<file path="src/rtl/instruction_memory_pipe.sv">
// Instruction fetch memory (DEPTH words, word i = i*3) with one registered response slot; IMEM_WRITE_EN adds a write port.
// Latency: an accepted fetch shows on Instruction/Fault/RespValid one cycle later; back-to-back fetches sustain one per cycle.
// Backpressure: ReqReady = !RespValid || RespReady (0 in Reset); a stalled response holds Instruction/Fault stable.
module instruction_memory_pipe #(
    parameter int                    DEPTH      = 128,
    parameter int                    DATA_WIDTH = 32,
    parameter logic [DATA_WIDTH-1:0] NOP_WORD   = '0
) (
    input  logic                  Clk,
    input  logic                  Reset,
    input  logic [31:0]           Address,
    input  logic                  ReqValid,
    output logic                  ReqReady,
    output logic [DATA_WIDTH-1:0] Instruction,
    output logic                  RespValid,
    input  logic                  RespReady,
    output logic [1:0]            Fault,
`ifdef IMEM_WRITE_EN
    input  logic                  WrEn,
    input  logic [31:0]           WrAddr,
    input  logic [DATA_WIDTH-1:0] WrData,
`endif
    output logic [15:0]           FetchCount
);

    localparam int AW = $clog2(DEPTH);

    localparam logic [0:0] EMPTY = 1'b0;
    localparam logic [0:0] FULL  = 1'b1;

    logic [0:0]            state;
    logic [AW-1:0]         rd_idx;
    logic                  rd_oor;
    logic                  rd_mis;
    logic [DATA_WIDTH-1:0] rd_word;
    logic [DATA_WIDTH-1:0] rd_dat;
    logic                  accept;

    assign rd_idx = Address[AW+1:2];
    assign rd_oor = Address[31:2] >= 30'(DEPTH);
    assign rd_mis = |Address[1:0];

`ifdef IMEM_WRITE_EN
    logic [DATA_WIDTH-1:0] mem_words [DEPTH];
    logic [AW-1:0]         wr_idx;
    logic                  wr_oor;
    logic                  wr_unused;

    assign wr_idx    = WrAddr[AW+1:2];
    assign wr_oor    = WrAddr[31:2] >= 30'(DEPTH);
    assign wr_unused = ^WrAddr[1:0];

    // Power-up contents come from the declaration initialiser so Reset never touches the array.
    for (genvar i = 0; i < DEPTH; i++) begin : g_word
        logic [DATA_WIDTH-1:0] word_q = DATA_WIDTH'(i * 3);

        always_ff @(posedge Clk) begin
            if (WrEn && !wr_oor && (wr_idx == AW'(i))) begin
                word_q <= WrData;
            end
        end

        assign mem_words[i] = word_q;
    end

    // Read samples the pre-write value, giving read-first on a same-word collision.
    assign rd_word = mem_words[rd_idx];
`else
    assign rd_word = DATA_WIDTH'(32'(rd_idx) * 32'd3);
`endif

    assign rd_dat    = rd_oor ? NOP_WORD : rd_word;
    assign RespValid = (state == FULL);
    assign ReqReady  = !Reset && (!RespValid || RespReady);
    assign accept    = ReqValid && ReqReady;

    always_ff @(posedge Clk) begin
        if (Reset) begin
            state       <= EMPTY;
            Instruction <= '0;
            Fault       <= 2'b00;
            FetchCount  <= 16'd0;
        end else begin
            if (accept) begin
                state       <= FULL;
                Instruction <= rd_dat;
                Fault       <= {rd_oor, rd_mis};
                if (FetchCount != 16'hFFFF) begin
                    FetchCount <= FetchCount + 16'd1;
                end
            end else if ((state == FULL) && RespReady) begin
                state <= EMPTY;
            end
        end
    end

endmodule

</file>
<file path="config.mk">
export PLATFORM = sky130hd
export DESIGN_NAME = instruction_memory_pipe
export DESIGN_NICKNAME = d
export VERILOG_FILES = /design/src/rtl/instruction_memory_pipe.sv
export SDC_FILE = /design/constraint.sdc
export NUM_CORES = 1
export LEC_CHECK = 0
export CORE_MARGIN = 2
export CORE_UTILIZATION = 43
export DETAILED_ROUTE_END_ITERATION = 12
export PLACE_DENSITY = 0.9
export SETUP_SLACK_MARGIN = 0.2
export SYNTH_ARGS = -nofsm -noshare
export SYNTH_HDL_FRONTEND = slang
export SYNTH_SLANG_ARGS = --single-unit
</file>
<file path="constraint.sdc">
create_clock -name Clk -period 6.3 [get_ports Clk]
set_input_delay 1.89 -clock Clk [delete_from_list [all_inputs] [get_ports Clk]]
set_output_delay 1.89 -clock Clk [all_outputs]
set_load 0.01 [all_outputs]
</file>
==> results.json, run 1 <==
{
  "start_util_pct": 44.2,
  "clockBufferDepth": 2,
  "path_delay_family": "buffers and inverters",
  "antenna_found_initial": 0,
  "rsz0062_at_grt": "no",
  "synth-edff-count": 0,
  "fmax_mhz": 196,
  "maxSlewViolCount": 0,
  "dr.pass1.iters": 4,
  "crit_chain": "clkdlybuf4s50_1, nor2b_1, nor2_1, clkdlybuf4s50_1",
  "route.detailed.drc": 0,
  "cts.repair.resized": 0,
  "grt_pass1_vias": 1365,
  "ctsHtreeMaxLevel": 1,
  "placed_cell_area_mm2": 0.00233,
  "grt_pass1_wl_um": 5910,
  "die_w_um": 67.7,
  "synth_warnings": 0,
  "stdcell_area_mm2": 0.00239,
  "synth_compound_area_share_pct": 11.9,
  "ioPinCount": 88,
  "rows": 23,
  "post_cts.repair.setup_buffers": 0,
  "grt_max_degree": 26,
  "power_uw": 362,
  "relSlewSlack_pct": 47.6,
  "wl_per_cell_um": 11.8,
  "area.growth.synth_to_final_pct": 37.0,
  "place.gp.congestion": 0.785,
  "worstSetupStartpointType": "primary input",
  "synthAdderAreaFrac_pct": 9.05,
  "num_antenna_cells": 0,
  "critical-path-slowest-cell": "clkdlybuf4s50_1",
  "critPathMostFrequentCell": "clkdlybuf4s50_1",
  "slowest_delay_ns": 0.49,
  "cts_tree": "yes",
  "path_class": "primary input to output port",
  "yosysSeqAreaShare_pct": 32.2,
  "cts_made_buffers": 3,
  "dieArea_mm2": 0.00458,
  "ys_types": 44,
  "clock_sinks": 28,
  "end_kind": "output port",
  "core_mm2": 0.00394,
  "post-place-cells": 309,
  "dieHeight_um": 67.7,
  "fin_nets": 312,
  "hold_viol": 0,
  "irDropWorstVdd_mv": 0.0718,
  "via_count": 1486,
  "synth-xor-area-share_pct": 7.54,
  "root_buffer": "clkbuf_8",
  "async_flop_share_pct": 0,
  "fin_worst_skew_ns": 0.00465,
  "overflow": 0,
  "dp_hpwl_um": 2940,
  "synthCells": 201,
  "power_density_mw_per_mm2": 151,
  "hold-worst-slack_ns": 0.508,
  "crit_required_ns": 4.41,
  "yosys_most_used_dff": "dfxtp_1",
  "drv_cap": 0,
  "period_share_pct": 80.9,
  "arrival_ns": 3.20,
  "ys_ff_latch": 28,
  "routed_via_density": 4.75,
  "final_cells": 313,
  "drtIter0Drc": 54,
  "ctsHoldBuffers": 0,
  "total_leakage_power_nw": 0.932,
  "fin_crit_ns": 5.09,
  "worst-path-buf-inv": 2,
  "drive_above_1_share_pct": 6.08,
  "fin_tns_setup_ns": 0,
  "synth_area_mm2": 0.00174,
  "track_usage_pct": 16.7,
  "ant_nets": 0,
  "tightestPinTransition_ns": 0.778,
  "clkLatencyLatePin_ns": 0.27,
  "muxShareOfSynthArea_pct": 1.15,
  "clk_pin_slew_ns": 0.09,
  "numPortBuffers": 64,
  "totalWireLength_um": 3680,
  "hp-class": "flop to flop",
  "cp_max_fo": 7,
  "status": "finished, final reports clean",
  "synth-simple-area-share_pct": 23.9,
  "setup_violations": 0,
  "postSynthAreaPerCell_um2": 8.67,
  "synth_top_family_by_area": "simple AND/OR/NAND/NOR gates"
}
-- final cells by class --
class | count | area, um2
clock buffers | 4 | 55.1
fillers | 353 | 1560
inverters | 11 | 41.3
multi-input cells | 155 | 1020
flip-flops and latches | 28 | 561
well taps | 50 | 62.6
repair buffers | 65 | 648
-- registers in the layout (all words and copies together), names as in the netlist --
name and cells:
Instruction 9, RespValid 1, FetchCount 16, Fault 2
-- layout by cell type, fill, tap and decap left out, types with 3 or more instances in the layout --
| master | synthesis | layout |
|---|---|---|
| clkdlybuf4s50_1 | 0 | 64 |
| dfxtp_1 | 28 | 28 |
| nor2_1 | 25 | 25 |
| conb_1 | 1 | 23 |
| nand2_1 | 11 | 11 |
| ha_1 | 11 | 11 |
| inv_1 | 10 | 10 |
| xnor2_1 | 9 | 9 |
| a21oi_1 | 7 | 7 |
| xor2_1 | 6 | 6 |
| nor4_1 | 6 | 6 |
| a22oi_1 | 6 | 6 |
| nor3_1 | 5 | 5 |
| nor3_2 | 4 | 4 |
| clkbuf_8 | 0 | 4 |
| and4_1 | 3 | 3 |
| o21ai_0 | 3 | 3 |
| nand4_1 | 3 | 3 |
| o21bai_1 | 3 | 3 |
| a32o_1 | 3 | 3 |
-- final timing paths --
path	from	endpoint	slack, ns	depth (start not counted)
hold reg to reg	Fault[0]$_SDFFE_PP0P_	Fault[0]$_SDFFE_PP0P_	0.51	2
hold / removal	Fault[0]$_SDFFE_PP0P_	Fault[0]$_SDFFE_PP0P_	0.51	2
setup reg to reg	FetchCount[0]$_SDFFE_PP0P_	FetchCount[12]$_SDFFE_PP0P_	4.39	5
setup / recovery	RespReady	ReqReady	1.21	4
-- where the power goes --
part,leakage (nW),internal [mW],switching [mW]
combinational,0.676,0.0379,0.0334
clock,0.0288,0.0559,0.0535
sequential,0.226,0.179,0.00179
-- worst min-delay path: stages, from the launching register on --
cell     delay [ns]
dfxtp_1        0.32
nor2_1         0.09
nor3_1         0.05
-- synthesized netlist by cell type (3+ instances only) --
library cell  instances  area [um2]
a22oi_1               6        45.0
nor4_1                6        37.5
nor2_1               25        93.8
and4_1                3        26.3
clkbuf_1              4        15.0
nor3_1                5        25.0
o21bai_1              3        22.5
nor3_2                4        40.0
nand2_1              11        41.3
xnor2_1               9        78.8
inv_1                10        37.5
o21ai_0               3        15.0
nand4_1               3        18.8
buf_4                23         173
a21oi_1               7        35.0
a32o_1                3        30.0
ha_1                 11         138
xor2_1                6        52.6
dfxtp_1              28         561
-- cell families after synthesis --
logic type	after synthesis
xor+xnor	15
fa+ha+maj	12
flops	28
mux	2
other cells	1
buf+inv	40
simple gates	73
compound gates	30
-- routing by layer --
metal,track usage [%],up-vias,part of all wire (%)
met5,0,-,0
met4,5.61,0,0.98
met3,2.50,6,4.7
met2,29.7,46,50
met1,20.3,658,45
li1,-,776,-
-- stage by stage --
step,setup slack (ns),utilization [%]
after global placement,1.23,59.2
after global routing,1.12,60.6
final,1.21,60.6
after detailed placement,1.21,59.2
after CTS,1.21,60.6
after floorplan,1.93,-
No activity file was read; power rests on OpenSTA's default activity.
==> run 2: changes to the inputs <==
CORE_UTILIZATION = 40   (was 43)
PLACE_DENSITY = 0.85   (was 0.9)
clock period = 4.7 ns   (was 6.3 ns; I/O delays follow)
==> results.json, run 2 (same netlist as run 1, synthesis figures left out) <==
{
  "post_cts.repair.setup_buffers": 0,
  "drive_above_1_share_pct": 6.08,
  "grt_pass1_wl_um": 6400,
  "root_buffer": "clkbuf_8",
  "power.internal_uw": 405,
  "tightestPinTransition_ns": 0.711,
  "reg2reg_slack_ns": 2.80,
  "timing.rr.start": "FetchCount[0]$_SDFFE_PP0P_",
  "dieHeight_um": 70.0,
  "final_cells": 315,
  "maxSlewViolCount": 0,
  "hold-worst-slack_ns": 0.504,
  "rsz0062_at_grt": "no",
  "p_clk_share_pct": 36.2,
  "routed_via_density": 4.87,
  "largest_reg_flops": 16,
  "cp_max_fo": 7,
  "ioPinCount": 88,
  "most-common-layout-cells": "clkdlybuf4s50_1 (64), dfxtp_1 (28), nor2_1 (25)",
  "period_share_pct": 88.8,
  "dr.pass1.iters": 4,
  "wl_per_cell_um": 12.5,
  "ant_nets": 0,
  "combPwrFrac_pct": 18.1,
  "irDropWorstVdd_mv": 0.148,
  "stdcell_area_mm2": 0.00241,
  "endpoint": "ReqReady",
  "fin_nets": 312,
  "clock_sinks": 28,
  "core_mm2": 0.00426,
  "post-place-cells": 311,
  "start_util_pct": 40.9,
  "layout_setup_ws_ns": 0.526,
  "fin_worst_skew_ns": 0.00645,
  "hold_viol": 0,
  "clockBufferDepth": 2,
  "antenna_found_initial": 0,
  "biggestRegsByFlops": "FetchCount (16), Instruction (9), Fault (2)",
  "totalWireLength_um": 3930,
  "power_density_mw_per_mm2": 221,
  "ctsHoldBuffers": 0,
  "clk_pin_slew_ns": 0.09,
  "arrival_ns": 2.76,
  "hp-start": "Fault[0]$_SDFFE_PP0P_",
  "die_w_um": 70.0,
  "fin_util_pct": 56.4,
  "area.growth.synth_to_final_pct": 38.0,
  "fin_crit_ns": 4.17,
  "p_sw_uw": 126,
  "crit_start": "RespReady",
  "via_count": 1535,
  "seqPwrFrac_pct": 45.7,
  "crit_required_ns": 3.29,
  "ctsHtreeMaxLevel": 1,
  "end_kind": "output port",
  "r2r_cells": 5,
  "place.gp.congestion": 0.800,
  "dieArea_mm2": 0.00490,
  "switching_share_pct": 23.7,
  "total_leakage_power_nw": 0.938,
  "clkLatencyLatePin_ns": 0.28,
  "fmax_mhz": 240,
  "cts_made_buffers": 3,
  "grt_max_degree": 25,
  "track_usage_pct": 15.9,
  "cts_tree": "yes",
  "r2r-end": "FetchCount[12]$_SDFFE_PP0P_",
  "drv_cap": 0,
  "drtIter0Drc": 44,
  "grt_pass1_vias": 1492,
  "path_class": "primary input to output port",
  "worstSetupStartpointType": "primary input",
  "overflow": 0,
  "fin_tns_setup_ns": 0,
  "final_common_cell": "clkdlybuf4s50_1",
  "numPortBuffers": 64,
  "num_antenna_cells": 0,
  "status": "finished, final reports clean",
  "power_uw": 532,
  "placed_cell_area_mm2": 0.00233,
  "hp-class": "flop to flop",
  "regMostFlops": "FetchCount",
  "setup_violations": 0,
  "cts.repair.resized": 0,
  "dp_slack_ns": 0.512,
  "dp_hpwl_um": 3130,
  "relSlewSlack_pct": 52.2,
  "rows": 24,
  "route.detailed.drc": 0
}
[run 2: final cells by class]
cell class,instances,area (um2)
Fill cell,396,1860
Multi-Input combinational cell,155,1020
Timing Repair Buffer,65,648
Sequential cell,28,561
Tap cell,52,65.1
Clock buffer,3,41.3
Inverter,11,41.3
Clock inverter,1,30.0
[run 2: metal layers]
metal,wire length [um],global-route usage [%],part of all wire (%),up-vias
met5,0,0,0,-
met1,1600,18.4,41,711
met4,52,5.34,1.3,0
met3,195,2.89,5.0,5
met2,2080,29.3,53,45
li1,-,-,-,774
[run 2: worst min-delay path by stage]
stage | depth (start not counted) | slack, ns | end
finish | 2 | 0.50 | Fault[0]$_SDFFE_PP0P_
CTS | 2 | 0.51 | Fault[0]$_SDFFE_PP0P_
global placement | 2 | 0.47 | Fault[1]$_SDFFE_PP0P_
detailed placement | 2 | 0.49 | Fault[0]$_SDFFE_PP0P_
floorplan | 2 | 0.52 | Fault[0]$_SDFFE_PP0P_
global route | 2 | 0.54 | Fault[0]$_SDFFE_PP0P_
[run 2: critical path: stages]
cell	delay (ns)
clkdlybuf4s50_1	0.41
nor2b_1	0.34
nor2_1	0.08
clkdlybuf4s50_1	0.52
[run 2: power by group through the flow]
stage | Combinational [mW] | Sequential [mW] | Clock, mW
after floorplan | 0.0611 | 0.249 | 0
after global placement | 0.0925 | 0.248 | 0
after detailed placement | 0.0957 | 0.248 | 0
after CTS | 0.0963 | 0.243 | 0.195
after global routing | 0.105 | 0.243 | 0.204
final | 0.0964 | 0.243 | 0.193
==> run 3: changes to the inputs <==
SETUP_SLACK_MARGIN = not set   (was 0.2)
==> results of run 3 <==
The final DEF is identical to that of run 2; final timing and power are the same.
